[src/rtl/robo_seguidor_param.sv]
// Wall-following controller with debounced sensors, rotation timeout and back-up recovery.
// Sensor to state latency: a raw change stable before edge k moves the state at edge k+2+DEBOUNCE_CYCLES.
// No backpressure: Moore outputs decoded from the state register; TRAVADO is left only by reset.

// Per-sensor input conditioning: 2-flop synchroniser followed by a stability filter.
module robo_seguidor_param_debounce #(
  parameter int CYCLES = 3
) (
  input  logic clock,
  input  logic reset,
  input  logic raw_i,
  output logic filt_o
);

  localparam int CW = $clog2(CYCLES) + 1;
  localparam logic [CW-1:0] CNT_LAST = CW'(CYCLES - 1);

  logic          sync1_q;
  logic          sync2_q;
  logic          filt_q;
  logic          filt_d;
  logic [CW-1:0] cnt_q;
  logic [CW-1:0] cnt_d;

  // Count consecutive cycles the synchronised value disagrees with the filtered one.
  always_comb begin
    filt_d = filt_q;
    cnt_d  = '0;
    if (sync2_q != filt_q) begin
      if (cnt_q == CNT_LAST) begin
        filt_d = sync2_q;
        cnt_d  = '0;
      end else begin
        cnt_d = cnt_q + CW'(1);
      end
    end
  end

  // Synchroniser and filter registers.
  always_ff @(posedge clock) begin
    if (reset) begin
      sync1_q <= 1'b0;
      sync2_q <= 1'b0;
      filt_q  <= 1'b0;
      cnt_q   <= '0;
    end else begin
      sync1_q <= raw_i;
      sync2_q <= sync1_q;
      filt_q  <= filt_d;
      cnt_q   <= cnt_d;
    end
  end

  assign filt_o = filt_q;

endmodule

module robo_seguidor_param #(
  parameter int DEBOUNCE_CYCLES = 3,
  parameter int ROT_TIMEOUT     = 16,
  parameter int BACK_CYCLES     = 4,
  parameter int MAX_RETRIES     = 3,
  parameter int SIDE            = 0
) (
  input  logic       clock,
  input  logic       reset,
  input  logic       enable,
  input  logic       head,
  input  logic       side,
  output logic       avancar,
  output logic       girar,
  output logic       girar_dir,
  output logic       recuar,
  output logic       travado,
  output logic [2:0] estado_out
);

  localparam logic [2:0] PARADO       = 3'b000;
  localparam logic [2:0] PROCURANDO   = 3'b001;
  localparam logic [2:0] ROTACIONANDO = 3'b010;
  localparam logic [2:0] ACOMPANHANDO = 3'b011;
  localparam logic [2:0] RECUANDO     = 3'b100;
  localparam logic [2:0] TRAVADO      = 3'b101;

  localparam int RW = $clog2(ROT_TIMEOUT) + 1;
  localparam int BW = $clog2(BACK_CYCLES) + 1;
  localparam int TW = $clog2(MAX_RETRIES) + 1;

  localparam logic [RW-1:0] ROT_LAST  = RW'(ROT_TIMEOUT - 1);
  localparam logic [RW-1:0] ROT_MAX   = RW'(ROT_TIMEOUT);
  localparam logic [BW-1:0] BACK_LAST = BW'(BACK_CYCLES - 1);
  localparam logic [BW-1:0] BACK_MAX  = BW'(BACK_CYCLES);
  localparam logic [TW-1:0] RETRY_MAX = TW'(MAX_RETRIES);

  // Rotation always turns away from the followed wall.
  localparam logic SIDE_BIT = (SIDE != 0);

  logic          head_f;
  logic          side_f;
  logic [2:0]    state_q;
  logic [2:0]    state_d;
  logic [RW-1:0] rot_cnt_q;
  logic [RW-1:0] rot_cnt_d;
  logic [BW-1:0] back_cnt_q;
  logic [BW-1:0] back_cnt_d;
  logic [TW-1:0] retries_q;
  logic [TW-1:0] retries_d;
  logic          enter_rot;
  logic          enter_rec;

  robo_seguidor_param_debounce #(.CYCLES(DEBOUNCE_CYCLES)) u_deb_head (
    .clock  (clock),
    .reset  (reset),
    .raw_i  (head),
    .filt_o (head_f)
  );

  robo_seguidor_param_debounce #(.CYCLES(DEBOUNCE_CYCLES)) u_deb_side (
    .clock  (clock),
    .reset  (reset),
    .raw_i  (side),
    .filt_o (side_f)
  );

  // Next-state rules: stop request beats everything except the latched stuck state.
  always_comb begin
    state_d = state_q;
    if (!enable && state_q != TRAVADO) begin
      state_d = PARADO;
    end else begin
      case (state_q)
        PARADO: begin
          state_d = PROCURANDO;
        end
        PROCURANDO: begin
          if (head_f) begin
            state_d = ROTACIONANDO;
          end else if (side_f) begin
            state_d = ACOMPANHANDO;
          end
        end
        ROTACIONANDO: begin
          // Finding the wall again takes precedence over giving up on the rotation.
          if (!head_f && side_f) begin
            state_d = ACOMPANHANDO;
          end else if (rot_cnt_q == ROT_LAST) begin
            state_d = RECUANDO;
          end
        end
        ACOMPANHANDO: begin
          if (!side_f) begin
            state_d = PROCURANDO;
          end else if (head_f) begin
            state_d = ROTACIONANDO;
          end
        end
        RECUANDO: begin
          // Sensors are deliberately ignored while backing up.
          if (back_cnt_q == BACK_LAST) begin
            state_d = (retries_q == RETRY_MAX) ? TRAVADO : ROTACIONANDO;
          end
        end
        TRAVADO: begin
          state_d = TRAVADO;
        end
        default: begin
          state_d = PARADO;
        end
      endcase
    end
  end

  assign enter_rot = (state_d == ROTACIONANDO) && (state_q != ROTACIONANDO);
  assign enter_rec = (state_d == RECUANDO) && (state_q != RECUANDO);

  // Counter updates: clear on state entry, saturate instead of wrapping.
  always_comb begin
    rot_cnt_d  = rot_cnt_q;
    back_cnt_d = back_cnt_q;
    retries_d  = retries_q;

    if (enter_rot) begin
      rot_cnt_d = '0;
    end else if (state_q == ROTACIONANDO && rot_cnt_q != ROT_MAX) begin
      rot_cnt_d = rot_cnt_q + RW'(1);
    end

    if (enter_rec) begin
      back_cnt_d = '0;
    end else if (state_q == RECUANDO && back_cnt_q != BACK_MAX) begin
      back_cnt_d = back_cnt_q + BW'(1);
    end

    // Reaching the wall or being stopped forgives earlier back-ups.
    if (state_d == ACOMPANHANDO || state_d == PARADO) begin
      retries_d = '0;
    end else if (enter_rec && retries_q != RETRY_MAX) begin
      retries_d = retries_q + TW'(1);
    end
  end

  // State and counter registers.
  always_ff @(posedge clock) begin
    if (reset) begin
      state_q    <= PARADO;
      rot_cnt_q  <= '0;
      back_cnt_q <= '0;
      retries_q  <= '0;
    end else begin
      state_q    <= state_d;
      rot_cnt_q  <= rot_cnt_d;
      back_cnt_q <= back_cnt_d;
      retries_q  <= retries_d;
    end
  end

  // Moore output decode from the state register only.
  always_comb begin
    avancar = 1'b0;
    girar   = 1'b0;
    recuar  = 1'b0;
    travado = 1'b0;
    case (state_q)
      PROCURANDO:   avancar = 1'b1;
      ROTACIONANDO: girar   = 1'b1;
      ACOMPANHANDO: avancar = 1'b1;
      RECUANDO:     recuar  = 1'b1;
      TRAVADO:      travado = 1'b1;
      default: begin
        avancar = 1'b0;
      end
    endcase
  end

  assign girar_dir  = ~SIDE_BIT;
  assign estado_out = state_q;

endmodule

[config.mk]
export PLATFORM = sky130hd
export DESIGN_NAME = robo_seguidor_param
export DESIGN_NICKNAME = d
export VERILOG_FILES = /design/src/rtl/robo_seguidor_param.sv
export SDC_FILE = /design/constraint.sdc
export NUM_CORES = 1
export LEC_CHECK = 0
export ABC_CLOCK_PERIOD_IN_PS = 2100
export BUFFER_PORTS_ARGS = -buffer_cell sky130_fd_sc_hd__buf_2
export CAP_MARGIN = 15
export CORE_MARGIN = 2
export CORE_UTILIZATION = 32
export CTS_BUF_LIST = sky130_fd_sc_hd__clkbuf_4
export DETAILED_ROUTE_END_ITERATION = 7
export PLACE_DENSITY_LB_ADDON = 0.15
export RECOVER_POWER = 25
export SETUP_SLACK_MARGIN = 0.4
export SYNTH_ARGS = -nofsm -noshare
export SYNTH_HDL_FRONTEND = slang
export SYNTH_SLANG_ARGS = --single-unit
[constraint.sdc]
create_clock -name clock -period 2.1 [get_ports clock]
set_input_delay 0.42 -clock clock [delete_from_list [all_inputs] [get_ports clock]]
set_output_delay 0.42 -clock clock [all_outputs]
set_load 0.005 [all_outputs]
==> impl_metrics.py <==
metrics = {
    "clock_network": {
        "clock_path_buffers": 2,
        "clkTransAtPathRegs_ns": 0.14,
        "cts-root-buf": "clkbuf_4",
        "h-tree-depth": 1,
        "hold_buffers": 0,
        "clock_sinks": 26,
        "tritoncts": "done",
        "worstSkewPairLatency_ns": 0.32,
        "cts-buffers-inserted": 3,
    },
    "yosys": {
        "ys.flop_type": "dfxtp_1",
        "netlist_instances": 153,
        "yosysSeqAreaShare_pct": 37.82,
        "synth_edf_count": 0,
        "syn_area_um2": 1376,
        "syn_nets": 170,
        "synth-async-reset-ratio_pct": 0,
        "ys_ff_latch": 26,
        "yosys_warnings": 0,
        "yosysUniqueCellTypes": 45,
        "avgSynthCellArea_um2": 8.996,
    },
    "worst_setup_path": {
        "cpMostUsedCell": "ha_4",
        "reg2reg_depth": 7,
        "regToRegSetupSlack_ns": 0.07,
        "cp-end-kind": "flop",
        "required_ns": 2.36,
        "slowest_delay_ns": 0.42,
        "crit_fanout": 3,
        "arrival_ns": 2.30,
        "cp_slowest_cell": "or4_4",
        "path_cells": "ha_4 > ha_4 > nor3b_1 > or4_4 > a211o_1 > or3_1 > a21oi_2",
        "startpoint_type": "flop",
        "worstSetupPathType": "reg2reg",
    },
    "place": {
        "io_buffers": 11,
        "dp_hpwl_um": 2103,
        "dp.cells": 218,
        "gp_congestion": 0.7115,
    },
    "route": {
        "dr.pass1.iters": 4,
        "drc_errors": 0,
        "num_vias": 1111,
        "wl_per_cell_um": 12.30,
        "drtIter0Drc": 36,
        "antenna_left": 0,
        "viasPerCell": 4.916,
        "drt_wl_total_um": 2780,
    },
    "power_and_ir_drop": {
        "p_per_area_nw_per_um2": 439.7,
        "power_w": 0.0007658,
        "leakagePower_nw": 0.6682,
        "ir_drop_mv": 0.2953,
    },
    "die": {
        "die_h_um": 69.58,
        "rows": 23,
        "core_region_area_um2": 4058,
        "initial_core_util_pct": 33.92,
        "die_w_um": 69.58,
        "die_area_um2": 4841,
        "io_pins": 13,
    },
    "global_routing": {
        "overflow": 0,
        "grt_pass1_wl_um": 4809,
        "antenna_found_initial": 0,
        "track_usage_pct": 12.14,
        "grt_pass1_vias": 1128,
        "grt_start_max_net_pins": 16,
    },
    "hold_path": {
        "hp-class": "in2reg",
        "holdPathStages": 2,
    },
    "job": {
        "max_cap_violations": 0,
    },
    "cells_and_area": {
        "layout_common_cells": "dfxtp_1 (19), inv_1 (13), nor2_1 (12)",
        "area_growth_pct": 26.55,
        "final_net_count": 194,
        "nFillCells": 402,
        "fin_cells": 226,
        "mostFrequentLayoutCell": "dfxtp_1",
        "drive_above_1_share_pct": 32.95,
        "antenna_cells": 0,
    },
    "timing": {
        "fin_crit_ns": 2.032,
        "hold_violations": 0,
        "rsz0062_at_grt": "true",
        "drv_slew": 0,
        "finClkSkew_ns": 0.002114,
        "finalCritPeriodShare_pct": 96.76,
        "finalSetupViolations": 0,
        "fin_setup_tns_ns": 0,
        "slew_headroom_pct": 48.34,
        "worst_pin_slew_ns": 0.7749,
        "fmax_ghz": 0.4922,
    },
    "run_status": {
        "status": "finished, final reports clean",
    },
}
[final cells by class]
type                            count  area (µm²)  share of cell area, %
Multi-Input combinational cell    107       908.4                  52.16
Clock buffer                        3       22.52                  1.293
Clock inverter                      1       3.754                 0.2155
Timing Repair Buffer               24       151.4                  8.693
Tap cell                           50       62.56                  3.592
Inverter                           15       61.31                  3.520
Sequential cell                    26       531.8                  30.53
[final timing paths]
| check | endpoint | start |
|---|---|---|
| worst min register to register | u_deb_head.cnt_q[0] | u_deb_head.cnt_q[0] |
| worst min-delay path | u_deb_side.sync1_q | side |
| worst max register to register | retries_q[0] | back_cnt_q[0] |
| worst max-delay path | retries_q[0] | back_cnt_q[0] |
[report_power, final]
part / switching [W] / internal (W) / total, W / leakage [nW]
Sequential: 0.00000457 / 0.000499 / 0.000503 / 0.214
Combinational: 0.0000266 / 0.0000208 / 0.0000474 / 0.439
Clock: 0.000146 / 0.0000696 / 0.000215 / 0.0154
[through the flow]
step	worst slack [ns]	area, µm²	utilization (%)	hold WS (ns)
floorplan	0.1351	1443	-	0.4138
global placement	0.09553	1593	39.25	0.4235
detailed placement	0.06475	1593	39.25	0.4248
CTS	0.07830	1718	42.34	0.2864
global route	0.01317	1742	42.92	0.2694
finish	0.06814	1742	42.92	0.3018
[cell families after synthesis]
family	share of synthesized area, %
and+or+nand+nor	25.55
AOI/OAI and AO/OA	13.91
xor gates and xnor gates	3.818
buffers and inverters	6.999
muxes	0.7273
DFF	37.82
other	0.2725
adders and majority gates	10.91
[per-layer routing]
layer	GRT usage, %	part of all wire [%]
met2	22.65	53
met4	2.179	0.47
met1	13.71	44
met3	3.488	2.6
met5	0	0
[state kept, by name, indices dropped and copies added, names as in the netlist]
register,flops
u_deb_side.filt_o,1
back_cnt_q,3
u_deb_side.sync1_q,1
u_deb_side.sync2_q,1
u_deb_head.cnt_q,3
u_deb_side.cnt_q,3
rot_cnt_q,5
u_deb_head.filt_o,1
estado_out,3
u_deb_head.sync2_q,1
retries_q,3
u_deb_head.sync1_q,1
[repair_timing]
item                                    CTS  global route
pin swaps                                 3             4
resized for setup                        12             8
endpoints found under the setup margin   12            15
buffers inserted                          4             0
[cell usage after synthesis (all sizes together) (2+ instances only)]
cell type   n  share of area [%]
a211oi      2                1.1
inv        14                3.8
nor3b       2                1.5
a31oi       3                1.4
and3        3                1.4
a211o       2                1.3
o21ai       3                1.1
xnor2       6                3.8
or3         3                1.4
nand2       7                1.9
buf         4                2.3
a21oi      12                4.6
nor2b       9                4.1
nand3       2               0.73
dfxtp      26                 38
and4b       2                1.5
nor3        4                1.5
nor2       13                3.5
and2        4                1.8
ha         12                 11
[worst max-delay path, delay by kind of cell (launching register included)]
kind / cells / cell delay [ns]
adders and majority gates: 2 / 0.31
and+or+nand+nor: 3 / 0.88
DFF: 1 / 0.36
AOI/OAI and AO/OA: 2 / 0.43
(Power assumes the default switching activity.)
